## src/rtl/seg7_scan_ctrl_pkg.sv

```systemverilog
// seg7_scan_ctrl_pkg
// Shared constants, types and small helpers for the 8-digit 7-segment scan controller.
//   NUM_DIGITS - number of multiplexed digit positions
//   IDX_W      - width of the slot index
//   AN_ALL_OFF - anode pattern with every digit dark (anodes are active-low)
package seg7_scan_ctrl_pkg;

  localparam int unsigned NUM_DIGITS = 8;
  localparam int unsigned IDX_W      = 3;
  localparam logic [NUM_DIGITS-1:0] AN_ALL_OFF = 8'hFF;

  typedef logic [IDX_W-1:0] idx_t;

  // Hex nibble shown in slot idx.
  function automatic logic [3:0] nibble_sel(input logic [31:0] val, input idx_t idx);
    return val[{idx, 2'b00} +: 4];
  endfunction

  // One-hot-low anode select for slot idx.
  function automatic logic [NUM_DIGITS-1:0] an_sel(input idx_t idx);
    return ~(8'b1 << idx);
  endfunction

  // A slot is a leading zero when it and every more significant nibble are zero.
  // Slot 0 is never treated as leading so that a value of 0 still shows "0".
  function automatic logic lz_blanked(input logic [31:0] val, input idx_t idx);
    return (idx != '0) && ((val >> {idx, 2'b00}) == 32'd0);
  endfunction

endpackage

```

## src/rtl/seg7_scan_ctrl_if.sv

```systemverilog
// seg7_scan_ctrl_if
// CPU-side control and display-side outputs of the scan controller.
//   enable     - 1 = scan running, 0 = all anodes off
//   load       - 1-cycle strobe capturing data_in
//   data_in    - 32-bit value, nibble i shown at position i (0 = rightmost)
//   blank_lz   - suppress leading zero digits
//   digit      - hex nibble of the current slot (to the segment decoder)
//   an         - active-low anode selects
//   pending    - a captured value waits for the frame boundary
//   frame_done - 1-cycle pulse after the slot index wraps 7->0
// master: drives the controls (CPU / bench); slave: the scan controller.
interface seg7_scan_ctrl_if;
  import seg7_scan_ctrl_pkg::*;

  logic                  enable;
  logic                  load;
  logic [31:0]           data_in;
  logic                  blank_lz;
  logic [3:0]            digit;
  logic [NUM_DIGITS-1:0] an;
  logic                  pending;
  logic                  frame_done;

  modport master (
    output enable, load, data_in, blank_lz,
    input  digit, an, pending, frame_done
  );

  modport slave (
    input  enable, load, data_in, blank_lz,
    output digit, an, pending, frame_done
  );

endinterface

```

## src/rtl/seg7_scan_ctrl_tick.sv

```systemverilog
// scan_tick_gen
// Prescaler producing one tick every SCAN_DIV clocks while enabled.
//   i_clk    - system clock
//   i_rst_n  - asynchronous active-low reset
//   i_enable - count when 1; synchronously cleared to 0 when 0
//   o_tick   - high in the cycle where the count equals SCAN_DIV-1
// SCAN_DIV must be at least 2 and fit in CNT_W bits.
module scan_tick_gen #(
  parameter int unsigned SCAN_DIV = 50000,
  parameter int unsigned CNT_W    = 16
) (
  input  logic i_clk,
  input  logic i_rst_n,
  input  logic i_enable,
  output logic o_tick
);

  localparam logic [CNT_W-1:0] LastCnt = CNT_W'(SCAN_DIV - 1);

  logic [CNT_W-1:0] r_count;
  logic [CNT_W-1:0] w_count_d;
  logic             w_last;

  always_comb begin
    w_last = (r_count == LastCnt);
    if (!i_enable || w_last) begin
      w_count_d = '0;
    end else begin
      w_count_d = r_count + CNT_W'(1);
    end
  end

  always_ff @(posedge i_clk or negedge i_rst_n) begin
    if (!i_rst_n) begin
      r_count <= '0;
    end else begin
      r_count <= w_count_d;
    end
  end

  assign o_tick = i_enable && w_last;

endmodule

```

## src/rtl/seg7_scan_ctrl.sv

```systemverilog
// seg7_scan_ctrl
// Time-multiplexed scan controller for an 8-digit common-anode 7-segment display.
// Captured values are held back until the frame wraps so a frame never mixes digits
// from two different values.
//   i_clk   - system clock
//   i_rst_n - asynchronous active-low reset
//   bus     - seg7_scan_ctrl_if.slave: enable/load/data_in/blank_lz in,
//             digit/an/pending/frame_done out (all outputs registered)
module seg7_scan_ctrl
  import seg7_scan_ctrl_pkg::*;
#(
  parameter int unsigned SCAN_DIV = 50000,
  parameter int unsigned CNT_W    = 16
) (
  input  logic             i_clk,
  input  logic             i_rst_n,
  seg7_scan_ctrl_if.slave  bus
);

  logic                  w_tick;
  logic                  w_wrap;

  idx_t                  r_idx;
  idx_t                  w_idx_d;
  logic [31:0]           r_disp;
  logic [31:0]           w_disp_d;
  logic [31:0]           r_pend;
  logic [31:0]           w_pend_d;
  logic                  r_pending;
  logic                  w_pending_d;
  logic [3:0]            r_digit;
  logic [3:0]            w_digit_d;
  logic [NUM_DIGITS-1:0] r_an;
  logic [NUM_DIGITS-1:0] w_an_d;
  logic                  r_frame_done;

  scan_tick_gen #(
    .SCAN_DIV (SCAN_DIV),
    .CNT_W    (CNT_W)
  ) u_tick (
    .i_clk    (i_clk),
    .i_rst_n  (i_rst_n),
    .i_enable (bus.enable),
    .o_tick   (w_tick)
  );

  assign w_wrap = w_tick && (r_idx == idx_t'(NUM_DIGITS - 1));

  // Slot index: held at 0 while disabled so scanning restarts from slot 0.
  always_comb begin
    if (!bus.enable) begin
      w_idx_d = '0;
    end else if (w_tick) begin
      w_idx_d = r_idx + idx_t'(1);
    end else begin
      w_idx_d = r_idx;
    end
  end

  // Load handshake. A load in the wrap cycle bypasses the pending buffer; while
  // disabled there is no frame to tear, so a pending value moves over at once.
  always_comb begin
    w_disp_d    = r_disp;
    w_pend_d    = r_pend;
    w_pending_d = r_pending;
    if (bus.load && w_wrap) begin
      w_disp_d    = bus.data_in;
      w_pending_d = 1'b0;
    end else if (bus.load) begin
      w_pend_d    = bus.data_in;
      w_pending_d = 1'b1;
    end else if (r_pending && (w_wrap || !bus.enable)) begin
      w_disp_d    = r_pend;
      w_pending_d = 1'b0;
    end
  end

  // Outputs are computed from next-state idx/disp so they change together with
  // the slot and a freshly transferred value shows from slot 0 of its frame.
  always_comb begin
    w_digit_d = nibble_sel(w_disp_d, w_idx_d);
    if (!bus.enable) begin
      w_an_d = AN_ALL_OFF;
    end else if (bus.blank_lz && lz_blanked(w_disp_d, w_idx_d)) begin
      w_an_d = AN_ALL_OFF;
    end else begin
      w_an_d = an_sel(w_idx_d);
    end
  end

  always_ff @(posedge i_clk or negedge i_rst_n) begin
    if (!i_rst_n) begin
      r_idx        <= '0;
      r_disp       <= '0;
      r_pend       <= '0;
      r_pending    <= 1'b0;
      r_digit      <= '0;
      r_an         <= AN_ALL_OFF;
      r_frame_done <= 1'b0;
    end else begin
      r_idx        <= w_idx_d;
      r_disp       <= w_disp_d;
      r_pend       <= w_pend_d;
      r_pending    <= w_pending_d;
      r_digit      <= w_digit_d;
      r_an         <= w_an_d;
      r_frame_done <= w_wrap;
    end
  end

  assign bus.digit      = r_digit;
  assign bus.an         = r_an;
  assign bus.pending    = r_pending;
  assign bus.frame_done = r_frame_done;

endmodule

```

## src/flat_wrapper.sv

```systemverilog
// flat-port wrapper written by rule: the top's interface ports become plain ports
module seg7_scan_ctrl_flat import seg7_scan_ctrl_pkg::*;
#(
  parameter int unsigned SCAN_DIV = 50000,
  parameter int unsigned CNT_W    = 16
)
  (i_clk, i_rst_n, bus_enable, bus_load, bus_data_in, bus_blank_lz, bus_digit, bus_an, bus_pending, bus_frame_done);
  seg7_scan_ctrl_if bus_i ();
  input  logic i_clk;
  input  logic i_rst_n;
  input wire logic [$bits(bus_i.enable)-1:0] bus_enable;
  input wire logic [$bits(bus_i.load)-1:0] bus_load;
  input wire logic [$bits(bus_i.data_in)-1:0] bus_data_in;
  input wire logic [$bits(bus_i.blank_lz)-1:0] bus_blank_lz;
  output wire logic [$bits(bus_i.digit)-1:0] bus_digit;
  output wire logic [$bits(bus_i.an)-1:0] bus_an;
  output wire logic [$bits(bus_i.pending)-1:0] bus_pending;
  output wire logic [$bits(bus_i.frame_done)-1:0] bus_frame_done;
  assign bus_i.enable = bus_enable;
  assign bus_i.load = bus_load;
  assign bus_i.data_in = bus_data_in;
  assign bus_i.blank_lz = bus_blank_lz;
  assign bus_digit = bus_i.digit;
  assign bus_an = bus_i.an;
  assign bus_pending = bus_i.pending;
  assign bus_frame_done = bus_i.frame_done;
  seg7_scan_ctrl #(.SCAN_DIV(SCAN_DIV), .CNT_W(CNT_W)) u_core (.i_clk(i_clk), .i_rst_n(i_rst_n), .bus(bus_i));
endmodule
```

## config.mk

```make
export PLATFORM = sky130hd
export DESIGN_NAME = seg7_scan_ctrl_flat
export DESIGN_NICKNAME = d
export VERILOG_FILES = /design/src/rtl/seg7_scan_ctrl_pkg.sv /design/src/rtl/seg7_scan_ctrl_if.sv /design/src/rtl/seg7_scan_ctrl_tick.sv /design/src/rtl/seg7_scan_ctrl.sv /design/src/flat_wrapper.sv
export SDC_FILE = /design/constraint.sdc
export NUM_CORES = 1
export LEC_CHECK = 0
export BUFFER_PORTS_ARGS = -buffer_cell sky130_fd_sc_hd__buf_4
export CAP_MARGIN = 20
export CORE_MARGIN = 5
export CORE_UTILIZATION = 59
export DETAILED_ROUTE_END_ITERATION = 7
export GPL_ROUTABILITY_DRIVEN = 1
export PLACE_DENSITY = 0.8
export SLEW_MARGIN = 20
export SYNTH_ARGS = -nofsm -noshare
export SYNTH_HDL_FRONTEND = slang
export SYNTH_SLANG_ARGS = --single-unit
```

## constraint.sdc

```tcl
create_clock -name i_clk -period 4.45 [get_ports i_clk]
set_clock_uncertainty 0.15 [all_clocks]
set_input_delay 0.2225 -clock i_clk [delete_from_list [all_inputs] [get_ports i_clk]]
set_output_delay 0.2225 -clock i_clk [all_outputs]
set_load 0.005 [all_outputs]
```

# Word-level counts from Yosys, hierarchy flattened
# Index checks and enable logic that the tools add are counted.
[totals]
out_inout_bits = 14
ff_bits = 97
[op_classes]
mux = 11
eq_ne = 2
reduce_logical = 13
add_sub_neg = 2
bitwise_logic = 2
shifts = 3
[op_table]
columns = ["cell", "n"]
rows = [
  ["32-bit two-way mux", 3],
  ["32-bit zero test", 1],
  ["32-bit by 6-bit variable part select with 4-bit output", 1],
  ["32-bit by 5-bit right shift with 32-bit output", 1],
  ["16-bit by 1-bit adder with 16-bit output, second input constant", 1],
  ["16-bit equality test, second input constant", 1],
  ["16-bit two-way mux", 1],
  ["8-bit two-way mux", 2],
  ["8-bit NOT", 1],
  ["1-bit by 3-bit left shift with 8-bit output, first input constant", 1],
  ["1-bit logical AND", 6],
  ["3-bit two-way mux", 2],
  ["3-bit nonzero test", 2],
  ["3-bit by 1-bit adder with 3-bit output, second input constant", 1],
  ["3-bit equality test, second input constant", 1],
  ["1-bit two-way mux", 3],
  ["1-bit logical OR", 2],
  ["2-bit AND reduction", 1],
  ["1-bit zero test", 1],
  ["1-bit NOT", 1],
]

# Longest topological paths before layout
[depth]
word_depth = 14
ltp_mapped = 14
mapped_depth_nobuf = 12

# By module
# A second synthesis with hierarchy kept.
[unflattened]
hier_cells = 487
area_unflattened_um2 = 4941.0
[modules_own_cells]
columns = ["mod", "area_per_inst_um2", "cells_each", "n_inst"]
rows = [
  ["seg7_scan_ctrl", 4129.0, 405, 1],
  ["scan_tick_gen", 812.0, 82, 1],
]

# Worst setup path after synthesis
# OpenSTA, ideal clock, no wires.
[synth_path]
kind = "register to register"
start = "register u_core.r_idx[0]"
end = "register u_core.r_an[3] (netlist: u_core.bus.an[3])"
setup_time_ps = 64
slack_ps = 1075
synth_period_minus_slack_ps = 3375
path_stages_with_launch = 14
path_buffers = 1
arrival_ps = 3160
cell_sequence = "dfrtp_1 -> ha_1 -> ha_1 -> and4_1 -> clkbuf_1 -> and3_1 -> a21oi_1 -> a221oi_1 -> nor4_2 -> a22oi_1 -> o41ai_2 -> nand3_1 -> or3_4 -> nand3_1"
[synth_via]
elab_chain_len = 13
elab_cells_between_ends = 20
classes_between = "add/sub (1); eq/ne (1); shift (2); mux (7); bitwise (1); reduce/logical (8)"
[synth_lines]
columns = ["item", "line_no", "rtl"]
rows = [
  ["start: declaration", "seg7_scan_ctrl.sv:23", "idx_t r_idx;"],
  ["start signal: assignment", "seg7_scan_ctrl.sv:101", "r_idx <= w_idx_d;"],
  ["3-bit equality test *", "seg7_scan_ctrl.sv:47", "assign w_wrap = w_tick && (r_idx == idx_t'(NUM_DIGITS - 1));"],
  ["1-bit logical AND *", "seg7_scan_ctrl.sv:47", ""],
  ["1-bit logical OR", "seg7_scan_ctrl.sv:72", "end else if (r_pending && (w_wrap || !bus.enable)) begin"],
  ["1-bit logical AND", "seg7_scan_ctrl.sv:72", ""],
  ["32-bit two-way mux", "seg7_scan_ctrl.sv:72", ""],
  ["32-bit two-way mux", "seg7_scan_ctrl.sv:69", "end else if (bus.load) begin"],
  ["32-bit two-way mux *", "seg7_scan_ctrl.sv:66", "if (bus.load && w_wrap) begin"],
  ["named net u_core.w_disp_d[20]", "seg7_scan_ctrl.sv:26", "logic [31:0] w_disp_d;"],
  ["32-bit by 5-bit right shift with 32-bit output *", "seg7_scan_ctrl_pkg.sv:27", "return (idx != '0) && ((val >> {idx, 2'b00}) == 32'd0);"],
  ["32-bit zero test *", "seg7_scan_ctrl_pkg.sv:27", ""],
  ["1-bit logical AND *", "seg7_scan_ctrl_pkg.sv:27", ""],
  ["1-bit logical AND *", "seg7_scan_ctrl.sv:84", "end else if (bus.blank_lz && lz_blanked(w_disp_d, w_idx_d)) begin"],
  ["8-bit two-way mux *", "seg7_scan_ctrl.sv:84", ""],
  ["8-bit two-way mux *", "seg7_scan_ctrl.sv:82", "if (!bus.enable) begin"],
  ["named net u_core.w_an_d[3]", "seg7_scan_ctrl.sv:34", "logic [NUM_DIGITS-1:0] w_an_d;"],
  ["end signal: assignment", "seg7_scan_ctrl.sv:106", "r_an <= w_an_d;"],
  ["end: declaration", "seg7_scan_ctrl.sv:33", "logic [NUM_DIGITS-1:0] r_an;"],
]
# The timed path passes the listed nets; every way through them passes the cells marked *.
# A chain may end at the register's enable or synchronous reset.

# Worst setup path in the final report
[layout_path]
start = "register u_core.u_tick.r_count[10]"
end = "register u_core.r_an[2] (netlist: u_core.bus.an[2])"
[layout_via]
elab_chain_len = 14
elab_cells_between_ends = 20
classes_between = "eq/ne (1); shift (2); mux (7); bitwise (1); reduce/logical (9)"
[layout_lines]
columns = ["item", "line_no", "rtl"]
rows = [
  ["start: declaration", "seg7_scan_ctrl_tick.sv:20", "logic [CNT_W-1:0] r_count;"],
  ["start signal: assignment", "seg7_scan_ctrl_tick.sv:37", "r_count <= w_count_d;"],
  ["16-bit equality test *", "seg7_scan_ctrl_tick.sv:25", "w_last = (r_count == LastCnt);"],
  ["1-bit logical AND *", "seg7_scan_ctrl_tick.sv:41", "assign o_tick = i_enable && w_last;"],
  ["1-bit logical AND *", "seg7_scan_ctrl.sv:47", ""],
  ["1-bit logical OR", "seg7_scan_ctrl.sv:72", ""],
  ["1-bit logical AND", "seg7_scan_ctrl.sv:72", ""],
  ["32-bit two-way mux", "seg7_scan_ctrl.sv:72", ""],
  ["32-bit two-way mux", "seg7_scan_ctrl.sv:69", ""],
  ["32-bit two-way mux *", "seg7_scan_ctrl.sv:66", ""],
  ["named net u_core.w_disp_d[22]", "seg7_scan_ctrl.sv:26", ""],
  ["32-bit by 5-bit right shift with 32-bit output *", "seg7_scan_ctrl_pkg.sv:27", ""],
  ["32-bit zero test *", "seg7_scan_ctrl_pkg.sv:27", ""],
  ["1-bit logical AND *", "seg7_scan_ctrl_pkg.sv:27", ""],
  ["1-bit logical AND *", "seg7_scan_ctrl.sv:84", ""],
  ["8-bit two-way mux *", "seg7_scan_ctrl.sv:84", ""],
  ["8-bit two-way mux *", "seg7_scan_ctrl.sv:82", ""],
  ["named net u_core.w_an_d[2]", "seg7_scan_ctrl.sv:34", ""],
]
# Marks and branches as above.

==> out/results.tsv <==
metric	value	unit
post-synthesis instance area	0.00520	mm^2
CP Cell Sequence	nor4_2, and3_1, a31oi_1, o221a_2, nor4_4, a22oi_1, o41ai_2, nand3_1, or3_4, nand3_1	
simple-gate share of the synthesized area	18.9	%
share of layout cells above drive strength 1	23.3	%
initial antenna violation count	0	
final WL	14600	um
Sw Pwr	0.610	mW
post-synthesis async set-or-reset flop share	100	%
H-tree depth	3	
Setup CP Type	flop to flop	
final worst path period share	92.1	%
total congestion overflow	0	
Power Density	330	mW/mm^2
Post-Synth Adder-Cell Area	0.722	%
WHS	0.0777	ns
# Max-Cap Violations	0	
Post-synth EDFFs	0	
Antenna Cells	0	
clock power share	29.5	%
Die Area	0.0108	mm^2
DP HPWL	10400	um
Max Fclk	244	MHz
mux cell area share after synthesis	8.30	%
Worst EP required	4.60	ns
global-route wire length before repair	24100	um
Tot GR Track Use	27.4	%
CP endpoint	u_core.bus.an[2]	
drt first pass iters	6	
Max Root-Sink Buffers	2	
CP startpoint	u_core.u_tick.r_count[10]	
Total Power	2.05	mW
Critical R2R Launch	u_core.u_tick.r_count[10]	
1st-iter DRT viols	291	
CP max-delay cell	nor4_2	
pin count of the biggest net entering global routing	55	
Port Buffer Count	50	
die width	104	um
sequential power share	50.0	%
FILL cells	642	
hold_sp	bus_enable	
status	finished clean	
reg2reg path depth	10	
Least-Margin Pin Slew	0.836	ns
die height	104	um
vias in the first global route	4699	
Area growth syn-to-layout	19.6	%
Reg area	0.00244	mm^2
ANT nets after route	0	
Peak supply drop	184	uV
internal power	1.44	mW
Synth Area in Compound Gates	18.9	%
Mapped Nets	578	
leakage	2.67	nW
Reg-to-Reg End	u_core.bus.an[2]	
CP peak stage delay	0.66	ns
Core Area	0.00864	mm^2
mean area per synthesized cell	9.67	um^2
Final Instance Count excl. Fillers	726	
final hold violation count	0	
# clock sinks	97	
Clk Latency, worst-skew pair	0.37	ns
main combinational cell family by area after synthesis	compound AO/OA/AOI/OAI gates	
Starting Density	60.2	%
post-route minimum period	4.10	ns
final setup TNS	0	ns
register area share after synthesis	46.9	%
critical path arrival	4.24	ns
Root Driver	clkbuf_8	
CTS Buf Count	9	
row count	34	
Final GP Congestion	0.958	
io pins	51	
WL per Instance	20.2	um
r2r setup slk	0.35	ns
Synth Area in XOR/XNOR	2.02	%
Distinct cells, synth	64	
worst-case headroom to the max-slew limit	44.2	%
Logic pwr share	20.5	%
final core occ	72.0	%
setup violators final	0	
register bit total from synthesis	97	
HP Class	input port to flop	
CTS tree	built	
Critical Path End Type	flop	
Critical Path Most Common Cell	nand3_1	
RSZ-0062 raised after global routing	no	
Nets	653	
Yosys Warn Count	0	
placed cell count	677	
DRC Markers	0	
DR vias/cell	6.36	
CTS clk-pin slew, worst paths	0.10	ns
multi-input logic area	0.00254	mm^2
Gate Count Post-Synth	538	
largest fanout on the critical path	13	
Worst setup SP type	flop	
Switching Fraction	29.8	%
Slew Limit Fails	0	
top_reg_cell synth	dfrtp_1	
vias	4614	
power by group through the flow:
stage / Combinational, mW / Clock (mW) / Sequential, mW
2_1_floorplan: 0.246 / 0 / 1.03
3_3_place_gp: 0.388 / 0 / 1.04
3_5_place_dp: 0.391 / 0 / 1.04
4_1_cts: 0.417 / 0.615 / 1.02
5_1_grt: 0.458 / 0.655 / 1.04
6_report: 0.420 / 0.604 / 1.02
cell usage in the layout, fill, tap and decap left out, types with 18 or more instances in the layout:
cell type	Yosys	layout
inv_1	21	21
mux2_2	33	33
dlygate4sd3_1	0	33
a21oi_1	18	18
nand3_1	28	28
dfrtp_1	89	89
nor2_1	60	60
nand2_1	41	41
o22ai_1	22	22
buf_4	3	64
logic make-up (layout without fill, tap and decap cells):
group,count (synthesis),count (layout)
flip-flops,97,97
multiplexers,39,39
AO/OA/AOI/OAI,139,139
XOR/XNOR,12,12
AND/OR/NAND/NOR,193,193
adder cells (fa/ha/maj),3,3
buffers and inverters,55,135
critical path, delay by kind of cell (launching register included):
family | cells | cell delay, ns
AO/OA/AOI/OAI | 4 | 1.23
AND/OR/NAND/NOR | 6 | 2.20
flip-flops | 1 | 0.44
area by class of cell:
class	count	area share, %
sequential	97	39.2
inverter	22	1.33
timing repair buffer	97	13.0
clock buffer	9	1.99
clock inverter	7	1.35
tap	108	2.17
multi-input combinational	386	40.9
per-stage QoR:
stage	cell area [um^2]	worst slack, ns
finish	6220	0.352
global route	6220	0.0542
CTS	6220	0.430
detailed placement	5680	0.520
global placement	5680	0.623
floorplan	5200	1.08
worst min-delay path by stage:
stage | end | depth (start not counted)
detailed placement | u_core.u_tick.r_count[5] | 1
CTS | u_core.bus.an[0] | 2
finish | u_core.bus.an[0] | 2
global placement | u_core.u_tick.r_count[8] | 1
floorplan | u_core.bus.digit[0] | 0
global route | u_core.bus.an[0] | 2
cell usage after synthesis (all sizes together) (7+ instances only):
| cell | count | area [um^2] |
|---|---|---|
| dfrtp | 89 | 2230 |
| o22ai | 22 | 138 |
| dfstp | 8 | 210 |
| inv | 22 | 82.6 |
| clkbuf | 21 | 78.8 |
| a22oi | 11 | 82.6 |
| nand3 | 28 | 140 |
| o21a | 9 | 67.6 |
| a21o | 7 | 52.6 |
| mux2 | 33 | 372 |
| nand2 | 41 | 154 |
| nor3 | 14 | 75.1 |
| a31oi | 13 | 81.3 |
| a221oi | 9 | 78.8 |
| xor2 | 9 | 78.8 |
| buf | 12 | 60.1 |
| nor2 | 61 | 231 |
| o21ai | 18 | 90.1 |
| a21oi | 18 | 90.1 |
flip-flops by register name (all words and copies together), names as in the netlist:
name	flops
u_core.r_disp	32
u_core.r_pend	32
u_core.u_tick.r_count	16
u_core.bus.an	8
u_core.bus.digit	4
u_core.r_idx	3
u_core.bus.frame_done	1
u_core.bus.pending	1
per-layer routing:
layer | track usage [%] | up-vias | wire length (um)
met4 | 11.5 | 0 | 486
met5 | 0 | - | 0
li1 | - | 2131 | -
met1 | 35.7 | 2237 | 5910
met2 | 45.1 | 202 | 7250
met3 | 4.97 | 44 | 1010
what timing repair did:
item                                   in CTS  in global routing
buffers inserted                            0                  0
hold buffers                               33                  0
setup endpoints to repair                   0                  0
endpoints found under the hold margin      79                  0
gates resized for setup                     0                  0
(Power assumes the default switching activity.)
